[src/rtl/dmul_bi_param.sv]
// dmul_bi_param: exact unary multiplier; product bitstream from fast/slow counter comparator encoding.
// Latency: stream bit k appears k+1 cycles after start; busy for 2^(2*INWD) cycles, then a one-cycle done.
// Backpressure: none; loads and start are ignored while busy. Optional ones counter: `define DMUL_BI_ACC_EN.
module dmul_bi_param #(
  parameter int INWD    = 8,
  parameter bit BIPOLAR = 1'b1
) (
  input  logic            clk,
  input  logic            rst,
  input  logic [INWD-1:0] iA,
  input  logic [INWD-1:0] iB,
  input  logic            loadA,
  input  logic            loadB,
  input  logic            start,
  output logic            busy,
  output logic            done,
`ifdef DMUL_BI_ACC_EN
  output logic [2*INWD:0] oCnt,
`endif
  output logic            oC
);

  typedef enum logic {IDLE, RUN} state_t;

  state_t          state;
  logic [INWD-1:0] reg_a, reg_b;
  logic [INWD-1:0] cnt_a, cnt_b;
  logic            bit_a, bit_b;
  logic            start_ok;

  assign start_ok = (state == IDLE) && start;

  always_ff @(posedge clk or posedge rst) begin
    if (rst) begin
      state <= IDLE;
      reg_a <= '0;
      reg_b <= '0;
      cnt_a <= '0;
      cnt_b <= '0;
      done  <= 1'b0;
    end else begin
      done <= 1'b0;
      case (state)
        IDLE: begin
          if (loadA) reg_a <= iA;
          if (loadB) reg_b <= iB;
          if (start) begin
            state <= RUN;
            cnt_a <= '0;
            cnt_b <= '0;
          end
        end
        RUN: begin
          // cnt_a is the fast digit, cnt_b the slow one: together they sweep every (a,b) pair once.
          cnt_a <= cnt_a + 1'b1;
          if (cnt_a == '1) begin
            cnt_b <= cnt_b + 1'b1;
            if (cnt_b == '1) begin
              state <= IDLE;
              done  <= 1'b1;
            end
          end
        end
        default: state <= IDLE;
      endcase
    end
  end

  assign busy  = (state == RUN);
  assign bit_a = (cnt_a < reg_a);
  assign bit_b = (cnt_b < reg_b);
  assign oC    = busy & ((BIPOLAR != 1'b0) ? ~(bit_a ^ bit_b) : (bit_a & bit_b));

`ifdef DMUL_BI_ACC_EN
  logic [2*INWD:0] acc;

  always_ff @(posedge clk or posedge rst) begin
    if (rst) begin
      acc <= '0;
    end else if (start_ok) begin
      acc <= '0;
    end else if (oC) begin
      acc <= acc + 1'b1;
    end
  end

  assign oCnt = acc;
`endif

endmodule
[config.mk]
export PLATFORM = sky130hd
export DESIGN_NAME = dmul_bi_param
export DESIGN_NICKNAME = d
export VERILOG_FILES = /design/src/rtl/dmul_bi_param.sv
export SDC_FILE = /design/constraint.sdc
export NUM_CORES = 1
export LEC_CHECK = 0
export ABC_AREA = 1
export BUFFER_PORTS_ARGS = -buffer_cell sky130_fd_sc_hd__buf_4
export CAP_MARGIN = 20
export CORE_ASPECT_RATIO = 1.75
export CORE_MARGIN = 4
export CORE_UTILIZATION = 43
export DETAILED_ROUTE_END_ITERATION = 10
export PLACE_DENSITY = 0.72
export SYNTH_ARGS = -nofsm -noshare
export SYNTH_HDL_FRONTEND = slang
export SYNTH_SLANG_ARGS = --single-unit
export TNS_END_PERCENT = 1
[constraint.sdc]
create_clock -name clk -period 3.2 [get_ports clk]
set_input_delay 0.96 -clock clk [delete_from_list [all_inputs] [get_ports clk]]
set_output_delay 0.96 -clock clk [all_outputs]
set_load 0.05 [all_outputs]
==> run_results.csv, run 1 <==
group,metric,value,unit
outcome,status,"complete, no violations",
yosys,muxShareOfSynthArea,0.0120,
finish,fillers,416,
setup_path,path_class,"flop to output port",
placement,routabilityCongestion,0.747,
drt,via_count,1465,
placement,placed_area,0.00210,sq mm
grt,grt_usage,0.146,
setup_path,rr_worst_depth,6,
finish,antennaDiodeCount,0,
yosys,ys_ff_latch,34,
setup_path,endpoint_kind,"output port",
yosys,synth_top_family_by_area,"simple AND/OR/NAND/NOR gates",
drt,antenna_left,0,
grt,grt_max_degree,25,
yosys,synth.top_cell.area_share,0.452,
finish,drive_above_1_share,0.177,
yosys,synth-simple-area-share,0.228,
clock_tree,cts_resized,0,
placement,io_buffers,23,
sta,maxSlewHeadroom,0.686,
floorplan,fp.dieH,95.6,microns
min_path,hp-class,"flop to flop",
finish,nets,285,
setup_path,start_kind,"flop",
setup_path,arrival,1820,ps
min_path,whs_path_depth,1,
sta,hold_viol,0,
sta,fmax,0.359,GHz
clock_tree,clkTransAtPathRegs,60,ps
placement,dpl.hpwl,2720,microns
drt,first_pass_iters,4,
drt,viasPerCell,4.92,
pwr,p_sw,0.000446,W
setup_path,r2r_slack,1480,ps
pwr,power.internal,0.000850,W
yosys,yosysTopAreaCell,"dfrtp_1",
yosys,synthDistinctLibCells,25,
clock_tree,htreeDepth,2,
clock_tree,cts_tree,"done",
sta,tns,0,ps
sta,rsz0062_at_grt,"false",
yosys,synth_xor_xnor_area_share,0.00465,
clock_tree,clock-sinks,34,
pwr,seq_power_share,0.459,
grt,grt_pass1_wl,6130,microns
pwr,vdd_drop_max,0.286,mV
setup_path,cp.required,2240,ps
grt,grt_overflow,0,
sta,finalSetupViolCount,0,
sta,finClkSkew,5.32,ps
yosys,yosysWarnings,0,
finish,design_area,0.00219,sq mm
grt,grt_pass1_vias,1454,
floorplan,pin_count,24,
clock_tree,clk_latency,290,ps
sta,tightestPinTransition,470,ps
sta,period_needed,2780,ps
yosys,synthAdderAreaFrac,0.106,
sta,report.final.slew_viol_count,0,
yosys,post_synth_instance_area,0.00188,sq mm
pwr,p_per_area,592,mW/mm^2
floorplan,rows,31,
floorplan,initial_core_util,0.450,
yosys,synth_nets,258,
yosys,syn_inst,221,
finish,area_growth,16.1,%
yosys,ys_top_cells_by_area,"dfrtp_1 (45%), ha_1 (11%), nand2_1 (7.4%), inv_1 (7.2%), a21oi_1 (6.4%)",
clock_tree,postCtsSetupBuffers,0,
floorplan,core,0.00419,sq mm
pwr,leakagePower,1.19,nW
sta,timing.final.crit_share,0.870,
setup_path,crit_fanout,4,
drt,drc_errors,0,
drt,wirelength,3460,microns
clock_tree,root_buffer,"clkbuf_8",
drt,avgRoutedWirePerCell,11.6,microns
yosys,syn_area_per_cell,8.53,sq um
clock_tree,clockBufferDepth,2,
yosys,synth_compound_area_frac,0.110,
yosys,synth-seq-area-share,0.452,
floorplan,die_x,58.0,microns
clock_tree,hold_buffers,0,
drt,drt_iter0_drc,45,
pwr,p_clk_frac,0.252,
clock_tree,cts_buffers,5,
job,drv_cap,0,
floorplan,die-area,0.00555,sq mm
grt,antenna_found_initial,0,
pwr,p_comb_frac,0.289,
pwr,power.share.switching,0.344,
## metal layers
layer  vias to the layer above  GRT usage  part of all wire
met1                       674      0.150              0.39
li1                        761          -                 -
met4                         0     0.0754             0.022
met5                         -          0                 0
met2                        23      0.265              0.54
met3                         7     0.0352             0.047
## power groups by stage
stage	combinational [W]	sequential [W]	clock, W
global placement	0.000366	0.000599	0
finish	0.000374	0.000595	0.000326
detailed placement	0.000380	0.000603	0
global route	0.000441	0.000611	0.000351
floorplan	0.000300	0.000585	0
CTS	0.000381	0.000595	0.000334
## path summary, 6_finish.rpt
path | endpoint | start
min in group asynchronous | reg_b[0] | rst
worst max-delay path | oC | cnt_a[7]
worst max register to register | cnt_b[6] | busy
worst min register to register | reg_a[0] | reg_a[0]
max in group asynchronous | reg_a[6] | rst
worst min-delay path | reg_a[0] | reg_a[0]
## sequential cells by signal, summed over array words and instances, names as in the netlist
name and count:
reg_a 8, busy 1, cnt_a 8, done 1, cnt_b 8, reg_b 8
## stage by stage
step	hold slack, ps	power [W]	setup WS (ps)	cells	utilization
finish	506	0.00130	417	298	0.522
detailed placement	493	0.000983	735	290	0.500
CTS	508	0.00131	418	298	0.522
global placement	491	0.000964	762	290	0.500
global route	515	0.00140	185	298	0.522
floorplan	480	0.000885	465	221	-
## worst max-delay path: stages (launching register included)
cell and delay [ps]:
dfrtp_1 430, ha_1 310, nand2_1 90, nor2_1 50
nor3_1 120, nand2_1 110, nand2_1 90, nand2_1 50
nor2_1 100, buf_4 200
## cells in the final DEF, fill, tap and decap left out, types with 2 or more instances in the layout
cell      instances
nor2_4            3
nor3_1            3
nand2_1          37
dfrtp_1          34
ha_1             16
nand4_1           2
a31o_2            2
nand3_2           2
nand3_1           7
nor2_1           30
o21ai_0           7
o21ai_1           2
a21oi_1          24
clkbuf_8          6
inv_1            36
buf_4            24
mux2_2            2
a22oi_1           2
## logic make-up (layout without fill, tap and decap cells)
group | count (synthesis) | in the layout
AOI/OAI and AO/OA | 38 | 38
xor gates and xnor gates | 1 | 1
adders and majority gates | 16 | 16
buffers and inverters | 40 | 68
DFF | 34 | 34
muxes | 2 | 2
and+or+nand+nor | 90 | 90
## cell type report
| cell class | count | area [sq um] | area share |
|---|---|---|---|
| timing repair buffer | 24 | 180 | 0.0824 |
| sequential | 34 | 851 | 0.389 |
| clock buffer | 7 | 86.3 | 0.0395 |
| multi-input combinational | 147 | 868 | 0.397 |
| tap | 49 | 61.3 | 0.0280 |
| clock inverter | 1 | 5.00 | 0.00229 |
| inverter | 36 | 135 | 0.0618 |
## cells in the mapped netlist
| master | number |
|---|---|
| dfrtp_1 | 34 |
| nand3_1 | 7 |
| o21ai_1 | 2 |
| xor2_1 | 1 |
| nor3_2 | 1 |
| ha_1 | 16 |
| a22oi_1 | 2 |
| nor3_1 | 3 |
| nor3b_1 | 1 |
| nor2_1 | 30 |
| a21oi_1 | 24 |
| a22o_1 | 1 |
| inv_1 | 36 |
| mux2_2 | 2 |
| nand4_4 | 1 |
| o21ai_0 | 7 |
| a31o_2 | 2 |
| nand4_1 | 2 |
| and3_1 | 1 |
| nor2_2 | 1 |
| nor2_4 | 3 |
| nand2_1 | 37 |
| nand3_2 | 2 |
| nand2_4 | 1 |
| buf_4 | 4 |
Power figures use the tool's default switching activity.
==> run 2: changes to the inputs <==
--- a/config.mk
+++ b/config.mk
@@ -8,11 +8,14 @@
 export ABC_AREA = 1
 export BUFFER_PORTS_ARGS = -buffer_cell sky130_fd_sc_hd__buf_4
 export CAP_MARGIN = 20
+export CELL_PAD_IN_SITES_DETAIL_PLACEMENT = 1
+export CELL_PAD_IN_SITES_GLOBAL_PLACEMENT = 1
 export CORE_ASPECT_RATIO = 1.75
 export CORE_MARGIN = 4
 export CORE_UTILIZATION = 43
 export DETAILED_ROUTE_END_ITERATION = 10
-export PLACE_DENSITY = 0.72
+export MAX_ROUTING_LAYER = met4
+export PLACE_DENSITY = 0.89
 export SYNTH_ARGS = -nofsm -noshare
 export SYNTH_HDL_FRONTEND = slang
 export SYNTH_SLANG_ARGS = --single-unit
==> run 2 against run 1 <==
Clock skew up 5.8 ps. Setup slack lost 26 ps. Largest power group unchanged. Critical path depth is the same. Non-clock buffer count is the same. Register-to-register slack worse by 70 ps. Wire length is 18% higher. Utilization rose by 0.45 points. Via count is 5.6% higher.
==> run_results.csv, run 2 (same netlist as run 1, synthesis figures left out) <==
group,metric,value,unit
job,drv_cap,0,
floorplan,core,0.00419,sq mm
sta,period_needed,2810,ps
setup_path,slowest_delay,440,ps
drt,avgRoutedWirePerCell,13.7,microns
floorplan,pin_count,24,
floorplan,die-area,0.00555,sq mm
clock_tree,clk_latency,300,ps
sta,tns,0,ps
sta,setup_slack,392,ps
finish,area_growth,17.1,%
setup_path,crit_fanout,4,
setup_path,cp.required,2240,ps
min_path,hp-class,"flop to flop",
drt,via_count,1547,
placement,place_ws,706,ps
finish,fillers,499,
drt,drt_iter0_drc,28,
sta,finalSetupViolCount,0,
pwr,vdd_drop_max,0.479,mV
placement,place_inst,290,
setup_path,crit_chain,"ha_1, nand2_1, inv_1, nor3_1, nand2_1, nand2_1, nand2_1, nor2_1, buf_4",
finish,nets,285,
clock_tree,clkTransAtPathRegs,60,ps
finish,layout.cells.non_filler,298,
setup_path,endpoint_kind,"output port",
clock_tree,root_buffer,"clkbuf_8",
drt,wirelength,4080,microns
finish,multi_input_area,868,sq um
grt,grt_usage,0.181,
setup_path,cp_common_cell,"nand2_1",
drt,viasPerCell,5.19,
sta,hold_viol,0,
pwr,p_per_area,622,mW/mm^2
clock_tree,hold_buffers,0,
floorplan,initial_core_util,0.450,
drt,first_pass_iters,4,
clock_tree,cts_resized,0,
drt,antenna_left,0,
drt,drc_errors,0,
finish,drive_above_1_share,0.181,
placement,dpl.hpwl,3260,microns
setup_path,start_kind,"flop",
clock_tree,postCtsSetupBuffers,0,
setup_path,crit_slowest_cell,"dfrtp_1",
sta,tightestPinTransition,509,ps
clock_tree,cts_tree,"done",
finish,antennaDiodeCount,0,
sta,finClkSkew,11.1,ps
grt,grt_pass1_vias,1672,
grt,grt_pass1_wl,7370,microns
setup_path,arrival,1850,ps
floorplan,rows,31,
finish,mostFrequentLayoutCells,"nand2_1 (37), inv_1 (36), dfrtp_1 (34), nor2_1 (30)",
sta,fmax,0.356,GHz
pwr,leakagePower,1.20,nW
clock_tree,clock-sinks,34,
grt,antenna_found_initial,0,
grt,grt_max_degree,23,
clock_tree,htreeDepth,2,
sta,rsz0062_at_grt,"false",
finish,seq_area,851,sq um
placement,routabilityCongestion,0.810,
finish,mostFrequentLayoutCell,"nand2_1",
floorplan,die_x,58.0,microns
floorplan,fp.dieH,95.6,microns
clock_tree,clockBufferDepth,2,
sta,report.final.slew_viol_count,0,
sta,maxSlewHeadroom,0.660,
placement,io_buffers,23,
sta,timing.final.crit_share,0.878,
setup_path,path_class,"flop to output port",
clock_tree,cts_buffers,5,
outcome,status,"complete, no violations",
grt,grt_overflow,0,
finish,postLayoutCoreUtil,0.527,
## run 2: changes by cell type in the layout (fill, tap and decap cells not counted), sizes merged
cell	change
clkinv	-1
clkbuf	+1
## run 2: layout make-up
type,count,area share
well taps,49,0.0278
repair buffers,24,0.0817
inverters,36,0.0613
flip-flops and latches,34,0.386
clock buffers,8,0.0499
multi-input cells,147,0.394
## run 2: per-stage QoR
step	hold slack, ps	area [sq um]	power, W
floorplan	480	1880	0.000885
global placement	490	2100	0.000967
detailed placement	501	2100	0.00100
CTS	516	2210	0.00139
global route	535	2210	0.00147
finish	510	2210	0.00137
## run 2: final timing paths
| path | endpoint | cells past startpoint | slack, ps | startpoint |
|---|---|---|---|---|
| setup / recovery | oC | 9 | 390 | cnt_a[7] |
| hold / removal | reg_a[0] | 1 | 510 | reg_a[0] |
| setup reg to reg | cnt_b[0] | 6 | 1410 | busy |
| hold reg to reg | reg_a[0] | 1 | 510 | reg_a[0] |
| max in group asynchronous | cnt_a[7] | 3 | 1820 | rst |
| min in group asynchronous | reg_b[0] | 2 | 690 | rst |
## run 2: where the power goes
group | switching (W) | internal (W)
Sequential | 0.0000912 | 0.000511
Clock | 0.000155 | 0.000217
Combinational | 0.000230 | 0.000168
## run 2: worst max-delay path: cells and delay by family (launching register included)
kind	cells	cell delay, ps
AND/OR/NAND/NOR	6	560
flip-flops	1	440
adder cells (fa/ha/maj)	1	320
buffers and inverters	2	240
## run 2: routing by layer
layer | part of all wire | wire, microns | GRT usage
met1 | 0.37 | 1490 | 0.175
met2 | 0.57 | 2320 | 0.336
met3 | 0.039 | 158 | 0.0420
met4 | 0.027 | 110 | 0.0735
met5 | 0 | 0 | -
==> run 3: changes to the inputs <==
--- a/config.mk
+++ b/config.mk
@@ -5,7 +5,7 @@
 export SDC_FILE = /design/constraint.sdc
 export NUM_CORES = 1
 export LEC_CHECK = 0
-export ABC_AREA = 1
+export ABC_AREA = 0
 export BUFFER_PORTS_ARGS = -buffer_cell sky130_fd_sc_hd__buf_4
 export CAP_MARGIN = 20
 export CELL_PAD_IN_SITES_DETAIL_PLACEMENT = 1
@@ -15,7 +15,7 @@
 export CORE_UTILIZATION = 43
 export DETAILED_ROUTE_END_ITERATION = 10
 export MAX_ROUTING_LAYER = met4
-export PLACE_DENSITY = 0.89
+export PLACE_DENSITY = 0.88
 export SYNTH_ARGS = -nofsm -noshare
 export SYNTH_HDL_FRONTEND = slang
 export SYNTH_SLANG_ARGS = --single-unit
==> run 3 against run 2 <==
Sequential share of layout area increased by 1.3 points. Area after synthesis decreased by 4.1%. Fmax is 7.8% lower. Design area decreased by 3.3%. Wire length grew 0.91%. Critical path type unchanged. Highest routed layer unchanged.
==> run_results.csv, run 3 <==
group,metric,value,unit
floorplan,rows,31,
yosys,yosysWarnings,0,
pwr,vdd_drop_max,0.400,mV
yosys,synthDistinctLibCells,30,
yosys,ys_top_cells_by_area,"dfrtp_1 (47%), ha_1 (11%), o21ai_0 (6.9%), nand2_1 (6.4%), inv_1 (3.3%)",
drt,via_count,1450,
clock_tree,cts_buffers,5,
finish,mostFrequentLayoutCells,"dfrtp_1 (34), nand2_1 (31), buf_4 (26), o21ai_0 (25)",
yosys,yosysMostFrequentCell,"dfrtp_1",
sta,maxSlewHeadroom,0.635,
sta,tns,0,ps
floorplan,die-area,0.00535,sq mm
sta,timing.final.crit_share,0.952,
sta,period_needed,3050,ps
yosys,synth-edff-count,0,
grt,grt_pass1_vias,1504,
floorplan,fp.dieH,93.8,microns
grt,grt-busiest-layer,"met2",
yosys,synth-seq-area-share,0.471,
finish,antennaDiodeCount,0,
clock_tree,htreeDepth,2,
sta,hold_viol,0,
floorplan,core,0.00411,sq mm
clock_tree,hold_buffers,0,
drt,antenna_left,0,
finish,mostFrequentLayoutCell,"dfrtp_1",
yosys,synth.top_cell.area_share,0.471,
grt,antenna_found_initial,0,
yosys,syn_inst,193,
min_path,hold_path_end,"reg_b[0]",
floorplan,die_x,57.0,microns
grt,met3_usage,0.0385,
grt,grt_max_degree,35,
pwr,leakagePower,0.996,nW
grt,grt_overflow,0,
placement,io_buffers,23,
yosys,ys_ff_latch,34,
setup_path,crit_fanout,5,
finish,drive_above_1_share,0.180,
grt,grt_usage,0.173,
sta,report.final.slew_viol_count,0,
clock_tree,cts_tree,"done",
grt,use_met1,0.172,
floorplan,initial_core_util,0.440,
yosys,async_reset_ff_frac,1.00,
setup_path,arrival,2090,ps
drt,avgRoutedWirePerCell,15.2,microns
setup_path,r2r_end,"cnt_b[3]",
clock_tree,clock-sinks,34,
setup_path,cp.required,2240,ps
min_path,whs_path_depth,1,
clock_tree,root_buffer,"clkbuf_8",
clock_tree,clkTransAtPathRegs,80,ps
outcome,status,"complete, no violations",
pwr,power.internal,0.000949,W
yosys,syn_area_per_cell,9.37,sq um
placement,dpl.hpwl,3220,microns
sta,tightestPinTransition,548,ps
finish,nets,259,
drt,drt_iter0_drc,29,
sta,fmax,0.328,GHz
placement,routabilityCongestion,0.756,
grt,use_met2,0.314,
pwr,seq_power_share,0.432,
finish,area_growth,18.0,%
pwr,p_sw,0.000610,W
pwr,p_comb_frac,0.369,
drt,first_pass_iters,3,
setup_path,path_class,"flop to output port",
finish,postLayoutCoreUtil,0.519,
yosys,synth_common_cells,"dfrtp_1 (34), nand2_1 (31), o21ai_0 (25)",
job,drv_cap,0,
grt,grt_pass1_wl,6840,microns
pwr,p_per_area,731,mW/mm^2
setup_path,start_kind,"flop",
clock_tree,clk_latency,300,ps
drt,drc_errors,0,
clock_tree,clockBufferDepth,2,
drt,viasPerCell,5.35,
sta,finalSetupViolCount,0,
yosys,synth_nets,230,
pwr,power.share.switching,0.391,
yosys,synth-main-ff-cell,"dfrtp_1",
setup_path,r2r_slack,1090,ps
setup_path,endpoint_kind,"output port",
min_path,hp-class,"flop to flop",
yosys,post_synth_instance_area,0.00181,sq mm
min_path,holdCritStartpoint,"reg_b[0]",
yosys,yosysTopAreaCell,"dfrtp_1",
floorplan,pin_count,24,
pwr,p_clk_frac,0.199,
sta,finClkSkew,14.1,ps
drt,wirelength,4120,microns
setup_path,rr_worst_depth,5,
setup_path,timing.rr.start,"busy",
sta,rsz0062_at_grt,"false",
-- run 3: cell count changes in the layout (fill, tap and decap cells not counted), sizes merged, moves of 7 or more --
cell | previous run | this run
a21oi | 24 | 5
inv | 36 | 16
nand2 | 38 | 31
nand2b | 0 | 8
nor2 | 34 | 12
o21ai | 9 | 25
-- run 3: power by group through the flow --
stage / Combinational [W] / Sequential, W / Clock (W)
floorplan: 0.000414 / 0.000641 / 0
global placement: 0.000526 / 0.000669 / 0
detailed placement: 0.000575 / 0.000681 / 0
CTS: 0.000579 / 0.000674 / 0.000316
global route: 0.000650 / 0.000694 / 0.000338
finish: 0.000575 / 0.000674 / 0.000311
-- run 3: worst max-delay path, cell delays in order, from the launching register on --
cell	delay, ps
dfrtp_1	460
ha_1	330
o21a_1	120
nor2_1	40
o31ai_1	350
xnor2_1	160
and2_1	140
buf_4	190
-- run 3: kinds of logic (layout without fill, tap and decap cells) --
family / Yosys count / count (layout) / synth area share
compound gates: 41 / 41 / 0.131
flops: 34 / 34 / 0.471
fa+ha+maj: 16 / 16 / 0.111
xor+xnor: 6 / 6 / 0.0291
simple gates: 72 / 72 / 0.192
mux: 4 / 4 / 0.0235
buf+inv: 20 / 49 / 0.0422
-- run 3: final cells by class --
class / instances / area (sq um)
clock inverters: 2 / 10.0
flip-flops and latches: 34 / 851
multi-input cells: 139 / 887
clock buffers: 5 / 68.8
fillers: 515 / 1980
inverters: 16 / 60.1
repair buffers: 26 / 195
well taps: 49 / 61.3
-- run 3: stage by stage --
| step | std cells | setup WS (ps) | total power, W | hold slack, ps | cell area (sq um) |
|---|---|---|---|---|---|
| 6_report | 271 | 155 | 0.00156 | 524 | 2130 |
| 5_1_grt | 271 | 45.9 | 0.00168 | 553 | 2130 |
| 4_1_cts | 271 | 56.3 | 0.00157 | 524 | 2130 |
| 3_5_place_dp | 264 | 381 | 0.00126 | 511 | 2050 |
| 3_3_place_gp | 264 | 430 | 0.00119 | 494 | 2050 |
| 2_1_floorplan | 193 | 496 | 0.00106 | 479 | 1810 |
-- run 3: what timing repair did --
| action | 4_1_cts | 5_1_grt |
|---|---|---|
| setup buffers | 0 | 0 |
| setup endpoints to repair | 0 | 1 |
| resized for setup | 0 | 2 |
-- run 3: metal layers --
layer | vias to the layer above | wire length (microns) | part of all wire
li1 | 711 | - | -
met4 | 0 | 97 | 0.024
met5 | - | 0 | 0
met3 | 10 | 187 | 0.045
met1 | 701 | 1500 | 0.36
met2 | 28 | 2340 | 0.57
-- run 3: how the worst max path moves through the flow --
stage | start | to | slack [ps]
CTS | cnt_b[1] | oC | 60
floorplan | cnt_b[3] | oC | 500
finish | cnt_a[3] | oC | 150
global route | cnt_a[3] | oC | 50
global placement | cnt_b[1] | oC | 430
detailed placement | cnt_b[1] | oC | 380
